### config.mk
export PLATFORM = sky130hd
export DESIGN_NAME = lifo_stack
export DESIGN_NICKNAME = d
export VERILOG_FILES = /design/src/rtl/lifo_pkg.sv /design/src/rtl/lifo_mem.sv /design/src/rtl/lifo_stack.sv
export SDC_FILE = /design/constraint.sdc
export NUM_CORES = 1
export LEC_CHECK = 0
export BUFFER_PORTS_ARGS = -buffer_cell sky130_fd_sc_hd__buf_2
export CAP_MARGIN = 20
export CORE_MARGIN = 8
export CORE_UTILIZATION = 56
export CTS_BUF_LIST = sky130_fd_sc_hd__clkbuf_8
export DETAILED_ROUTE_END_ITERATION = 8
export PLACE_DENSITY_LB_ADDON = 0.25
export SLEW_MARGIN = 30
export SYNTH_ARGS = -nofsm -noshare
export SYNTH_HDL_FRONTEND = slang
export SYNTH_HIERARCHICAL = 1
export SYNTH_SLANG_ARGS = --single-unit
export TNS_END_PERCENT = 100
### constraint.sdc
create_clock -name clk -period 2.7 [get_ports clk]
set_clock_uncertainty 0.1 [all_clocks]
set_input_delay 0.135 -clock clk [delete_from_list [all_inputs] [get_ports clk]]
set_output_delay 0.135 -clock clk [all_outputs]
set_load 0.1 [all_outputs]
### src/rtl/lifo_pkg.sv
`default_nettype none
// ============================================================================
// Module      : lifo_pkg
// Description : Shared constants, operation decode and sizing helpers for the
//               LIFO stack.
// Revision    : 1.0 - initial release
// ============================================================================
package lifo_pkg;

    localparam int LIFO_DEFAULT_WIDTH = 12;
    localparam int LIFO_DEFAULT_DEPTH = 8;

    // One operation is selected per edge.
    typedef enum logic [2:0] {
        OP_IDLE    = 3'd0,
        OP_FLUSH   = 3'd1,
        OP_REPLACE = 3'd2,
        OP_PUSH    = 3'd3,
        OP_POP     = 3'd4
    } op_e;

    // Count must represent 0..DEPTH inclusive, so it needs one more code
    // than the pointer.
    function automatic int count_width(input int depth);
        return $clog2(depth + 1);
    endfunction

    // Fixed priority: flush, then simultaneous push/pop, then push, then pop.
    function automatic op_e decode_op(input logic f_flush,
                                      input logic f_push,
                                      input logic f_pop);
        if (f_flush)
            return OP_FLUSH;
        else if (f_push && f_pop)
            return OP_REPLACE;
        else if (f_push)
            return OP_PUSH;
        else if (f_pop)
            return OP_POP;
        else
            return OP_IDLE;
    endfunction

endpackage
`default_nettype wire

### src/rtl/lifo_mem.sv
`default_nettype none
// ============================================================================
// Module      : lifo_mem
// Description : Storage array for the LIFO stack. One synchronous write
//               port, one combinational read port, no reset.
// Revision    : 1.0 - initial release
// ============================================================================
module lifo_mem #(
    parameter int WIDTH = 12,
    parameter int DEPTH = 8
) (
    input  logic                     clk,
    input  logic                     we,
    input  logic [$clog2(DEPTH)-1:0] waddr,
    input  logic [WIDTH-1:0]         wdata,
    input  logic [$clog2(DEPTH)-1:0] raddr,
    output logic [WIDTH-1:0]         rdata
);

    logic [WIDTH-1:0] r_mem [DEPTH];

    // Contents are only ever observed below count, so no reset is required.
    always_ff @(posedge clk) begin
        if (we)
            r_mem[waddr] <= wdata;
    end

    assign rdata = r_mem[raddr];

endmodule
`default_nettype wire

### src/rtl/lifo_stack.sv
`default_nettype none
// ============================================================================
// Module      : lifo_stack
// Description : Parameterised LIFO stack with registered top-of-stack
//               output, flush, push/pop replace and one-cycle overflow /
//               underflow error pulses.
// Revision    : 1.0 - initial release
// ============================================================================
module lifo_stack
    import lifo_pkg::*;
#(
    parameter int WIDTH = LIFO_DEFAULT_WIDTH,
    parameter int DEPTH = LIFO_DEFAULT_DEPTH
) (
    input  logic                          clk,
    input  logic                          rst_n,
    input  logic                          push,
    input  logic                          pop,
    input  logic                          flush,
    input  logic [WIDTH-1:0]              data_in,
    output logic [WIDTH-1:0]              data_out,
    output logic [count_width(DEPTH)-1:0] count,
    output logic                          empty,
    output logic                          full,
    output logic                          overflow,
    output logic                          underflow
);

    localparam int c_cnt_w = count_width(DEPTH);
    localparam int c_ptr_w = $clog2(DEPTH);

    localparam logic [c_cnt_w-1:0] c_one   = c_cnt_w'(1);
    localparam logic [c_cnt_w-1:0] c_two   = c_cnt_w'(2);
    localparam logic [c_cnt_w-1:0] c_depth = c_cnt_w'(DEPTH);

    logic [c_cnt_w-1:0] r_count;
    logic [WIDTH-1:0]   r_data;
    logic               r_ovf;
    logic               r_udf;

    logic [c_cnt_w-1:0] w_next_count;
    logic [WIDTH-1:0]   w_next_data;
    logic               w_next_ovf;
    logic               w_next_udf;
    logic               w_we;
    logic [c_ptr_w-1:0] w_waddr;
    logic [c_ptr_w-1:0] w_raddr;
    logic [WIDTH-1:0]   w_rdata;
    logic               w_is_empty;
    logic               w_is_full;
    op_e                w_op;

    assign w_is_empty = (r_count == '0);
    assign w_is_full  = (r_count == c_depth);
    assign w_op       = decode_op(flush, push, pop);

    // After a pop the new top lives at index count-2; only used when count>=2.
    assign w_raddr = c_ptr_w'(r_count - c_two);

    lifo_mem #(
        .WIDTH (WIDTH),
        .DEPTH (DEPTH)
    ) u_mem (
        .clk   (clk),
        .we    (w_we),
        .waddr (w_waddr),
        .wdata (data_in),
        .raddr (w_raddr),
        .rdata (w_rdata)
    );

    // Next-state decode: storage write, count, top-of-stack value and errors.
    always_comb begin
        w_next_count = r_count;
        w_next_data  = r_data;
        w_next_ovf   = 1'b0;
        w_next_udf   = 1'b0;
        w_we         = 1'b0;
        w_waddr      = c_ptr_w'(r_count);
        case (w_op)
            OP_FLUSH: begin
                w_next_count = '0;
                w_next_data  = '0;
            end
            OP_REPLACE: begin
                w_we        = 1'b1;
                w_next_data = data_in;
                if (w_is_empty) begin
                    // Nothing to replace: degrade to a push at index 0.
                    w_next_count = c_one;
                    w_next_udf   = 1'b1;
                end else begin
                    w_waddr = c_ptr_w'(r_count - c_one);
                end
            end
            OP_PUSH: begin
                if (w_is_full) begin
                    w_next_ovf = 1'b1;
                end else begin
                    w_we         = 1'b1;
                    w_next_count = r_count + c_one;
                    w_next_data  = data_in;
                end
            end
            OP_POP: begin
                if (w_is_empty) begin
                    w_next_udf = 1'b1;
                end else begin
                    w_next_count = r_count - c_one;
                    w_next_data  = (r_count == c_one) ? '0 : w_rdata;
                end
            end
            default: begin
                w_next_count = r_count;
            end
        endcase
    end

    // State and registered outputs; reset clears everything immediately.
    always_ff @(posedge clk or negedge rst_n) begin
        if (!rst_n) begin
            r_count <= '0;
            r_data  <= '0;
            r_ovf   <= 1'b0;
            r_udf   <= 1'b0;
        end else begin
            r_count <= w_next_count;
            r_data  <= w_next_data;
            r_ovf   <= w_next_ovf;
            r_udf   <= w_next_udf;
        end
    end

    assign data_out  = r_data;
    assign count     = r_count;
    assign empty     = w_is_empty;
    assign full      = w_is_full;
    assign overflow  = r_ovf;
    assign underflow = r_udf;

endmodule
`default_nettype wire

==> impl_metrics.toml <==
[routing]
wl_per_cell_um = 22.2
wl_um = 9990
drtPass1Iterations = 5
route.detailed.drc = 0
ant_nets = 0
via_count = 2652
routed_via_density = 5.91
drtIter0Drc = 145

[placement]
port_buffers = 36
dpl.hpwl_um = 6200
place.gp.congestion = 0.798

[clocking]
cts_max_level = 4
cts_tree = "done"
clk_pin_slew_ns = 0.07
cts_buffers = 17
cts_root_buf = "clkbuf_8"
cts_sinks = 114
cts_max_path_buffers = 2
cts-resized-gates = 0
clkLatencyLatePin_ns = 0.41

[critical_path]
critPathArrivalTime_ns = 2.53
crit_required_ns = 2.65
path_cells = "inv_6 > ha_4 > nor3b_4 > nor2_4 > mux2i_4 > nand2b_4 > nor2_4"
crit_fanout = 12
path_delay_family = "simple AND/OR/NAND/NOR gates"
max_stage_delay_ns = 0.52
critical-path-slowest-cell = "dfrtp_4"
cp-start-kind = "flop"
path_common_cell = "nor2_4"
path_buf_inv = 1
critPathKind = "reg -> reg"
endpoint_kind = "flop"

[power_and_ir_drop]
power.total_w = 0.00633
seqPwrFrac_pct = 34.8
comb_power_share_pct = 39.4
power.clock.fraction_pct = 25.8
vdd_drop_max_v = 0.000568
p_per_area_nw_per_um2 = 1050
power.leakage_nw = 2.26
internal-power_w = 0.00399
p_sw_w = 0.00234
swShare_pct = 36.9

[global_route]
grt_pass1_vias = 2874
grt_pass1_wl_um = 15700
grt_usage_pct = 18.1
antenna_found_initial = 0
grt_max_degree = 31
gr-total-overflow = 0

[yosys]
postSynthCellCount = 261
yosys_warnings = 6
seq_area_frac_synth_pct = 67.4
ys_seq_elements = 114
ys_types = 39
synthesis.area_um2 = 4950
syn_avg_cell_area_um2 = 19.0
synth.net_count = 285

[worst_hold_path]
hold_path_class = "in -> async"

[final_layout]
fillerInstances = 563
area_growth_pct = 22.0
diodes = 0
drive_gt1_share_pct = 35.5
fin_util_pct = 69.9
nets = 352

[floorplan]
die_w_um = 110
core_area_um2 = 8640
pin_count = 37
rows = 34
dieArea_um2 = 12100
die_h_um = 110
initial_utilization_pct = 57.3

[sta]
period_needed_ns = 2.57
hold_violations = 0
setup_violations = 0
fin_tns_setup_ns = 0
slew_headroom_pct = 64.2
fmax_mhz = 388
fin_crit_sh_pct = 95.3
worstMarginPinSlew_ns = 0.538
drv_slew = 0
rsz0062_at_grt = "no"

[status]
status = "finished, final reports clean"

[run]
maxCapViolCount = 0
[metrics by stage]
stage / area [µm²] / instances / setup WS (ns) / hold slack [ns]
3_5_place_dp: 5470 / 402 / 0.156 / 0.0381
4_1_cts: 6040 / 449 / 0.121 / 0.111
6_report: 6040 / 449 / 0.126 / 0.126
5_1_grt: 6040 / 449 / 0.0297 / 0.142
3_3_place_gp: 5470 / 402 / 0.228 / 0.0405
2_1_floorplan: 5120 / 261 / -0.501 / -0.261
[cells by family after synthesis]
logic type | synth area share [%]
DFF | 67.4
and+or+nand+nor | 3.92
xor gates and xnor gates | 0.531
muxes | 18.6
AOI/OAI and AO/OA | 5.01
adders and majority gates | 1.77
buffers and inverters | 2.81
[cells in the mapped netlist]
| cell type | n | area share [%] |
|---|---|---|
| nor2b_1 | 3 | 0.38 |
| nor3b_1 | 2 | 0.30 |
| mux2i_1 | 2 | 0.40 |
| and2_1 | 1 | 0.13 |
| mux4_1 | 21 | 11 |
| o221ai_1 | 2 | 0.35 |
| ha_1 | 7 | 1.8 |
| a21oi_1 | 2 | 0.20 |
| mux4_2 | 3 | 1.4 |
| edfxtp_1 | 96 | 58 |
| a31oi_1 | 2 | 0.25 |
| or3b_4 | 1 | 0.23 |
| nand2_1 | 6 | 0.46 |
| nand3_1 | 1 | 0.10 |
| inv_1 | 7 | 0.53 |
| a22oi_2 | 1 | 0.25 |
| buf_4 | 1 | 0.15 |
| o21ai_0 | 1 | 0.10 |
| xor2_1 | 1 | 0.18 |
| a311oi_1 | 1 | 0.18 |
| buf_6 | 6 | 1.4 |
| a21o_1 | 1 | 0.15 |
| buf_2 | 6 | 0.61 |
| dfrtp_1 | 18 | 9.1 |
| nor3b_4 | 1 | 0.38 |
| o22a_1 | 2 | 0.35 |
| o21a_1 | 1 | 0.15 |
| mux2_1 | 11 | 2.5 |
| nand2b_1 | 5 | 0.63 |
| nor2_1 | 10 | 0.76 |
| a31oi_4 | 1 | 0.43 |
| a21boi_0 | 1 | 0.15 |
| mux2_2 | 14 | 3.2 |
| nor3_1 | 3 | 0.30 |
| and3_1 | 2 | 0.25 |
| xnor2_1 | 2 | 0.35 |
| a22o_1 | 12 | 2.1 |
| a22oi_1 | 2 | 0.30 |
| clkbuf_1 | 2 | 0.15 |
[routing by layer]
| metal | up-vias | GRT usage [%] | routed length (µm) |
|---|---|---|---|
| li1 | 1202 | - | - |
| met2 | 79 | 30.3 | 5120 |
| met1 | 1365 | 22.7 | 4240 |
| met5 | - | 0 | 0 |
| met4 | 0 | 5.21 | 73 |
| met3 | 6 | 4.77 | 562 |
[power by group through the flow]
stage          Combinational (W)  Clock (W)  Sequential (W)
2_1_floorplan            0.00155          0         0.00269
3_3_place_gp             0.00245          0         0.00223
3_5_place_dp             0.00250          0         0.00224
4_1_cts                  0.00252    0.00168         0.00220
5_1_grt                  0.00263    0.00174         0.00222
6_report                 0.00249    0.00163         0.00220
[layout by cell type (no fill, tap or decap), types with 3 or more instances in the layout]
cell / instances
dfrtp_1: 15
mux4_2: 3
mux4_1: 21
a22o_1: 12
ha_1: 6
nand2_1: 5
clkinv_4: 4
buf_2: 36
inv_1: 7
nor2_4: 7
buf_4: 7
nor2_1: 3
bufinv_16: 3
nand2b_4: 3
inv_6: 3
clkbuf_8: 19
mux2_1: 11
dlygate4sd3_1: 15
edfxtp_1: 96
buf_12: 5
nor2b_1: 3
mux2_2: 14
[sequential cells by signal, summed over array words and instances (netlist names)]
signal       cells
count            4
data_out        12
overflow         1
u_mem/r_mem     96
underflow        1
[cell type report]
class | instances | area, µm² | area share, %
Clock buffer | 19 | 262 | 4.33
Sequential cell | 114 | 3340 | 55.3
Inverter | 7 | 31.3 | 0.518
Timing Repair Buffer | 63 | 483 | 8.00
Clock inverter | 13 | 160 | 2.65
Multi-Input combinational cell | 125 | 1630 | 26.9
Tap cell | 108 | 135 | 2.24
[final timing paths]
path | to | slack, ns | startpoint | depth (start not counted)
min reg2reg | data_out[7]$_DFFE_PN0P_ | 0.38 | data_out[7]$_DFFE_PN0P_ | 1
max | u_mem/r_mem[2][11]$_DFFE_PP_ | 0.13 | count[1]$_DFFE_PN0P_ | 7
min | data_out[4]$_DFFE_PN0P_ | 0.13 | rst_n | 2
max in group asynchronous | count[1]$_DFFE_PN0P_ | 1.97 | rst_n | 2
min in group clk | count[0]$_DFFE_PN0P_ | 0.17 | push | 4
max reg2reg | u_mem/r_mem[2][11]$_DFFE_PP_ | 0.13 | count[1]$_DFFE_PN0P_ | 7
[what timing repair did]
item | in CTS | in global routing
setup endpoints to repair | 0 | 8
setup buffers | 0 | 0
hold endpoints to repair | 116 | 0
hold buffers | 15 | 0
Note: power is estimated with default switching activity, not from simulation.
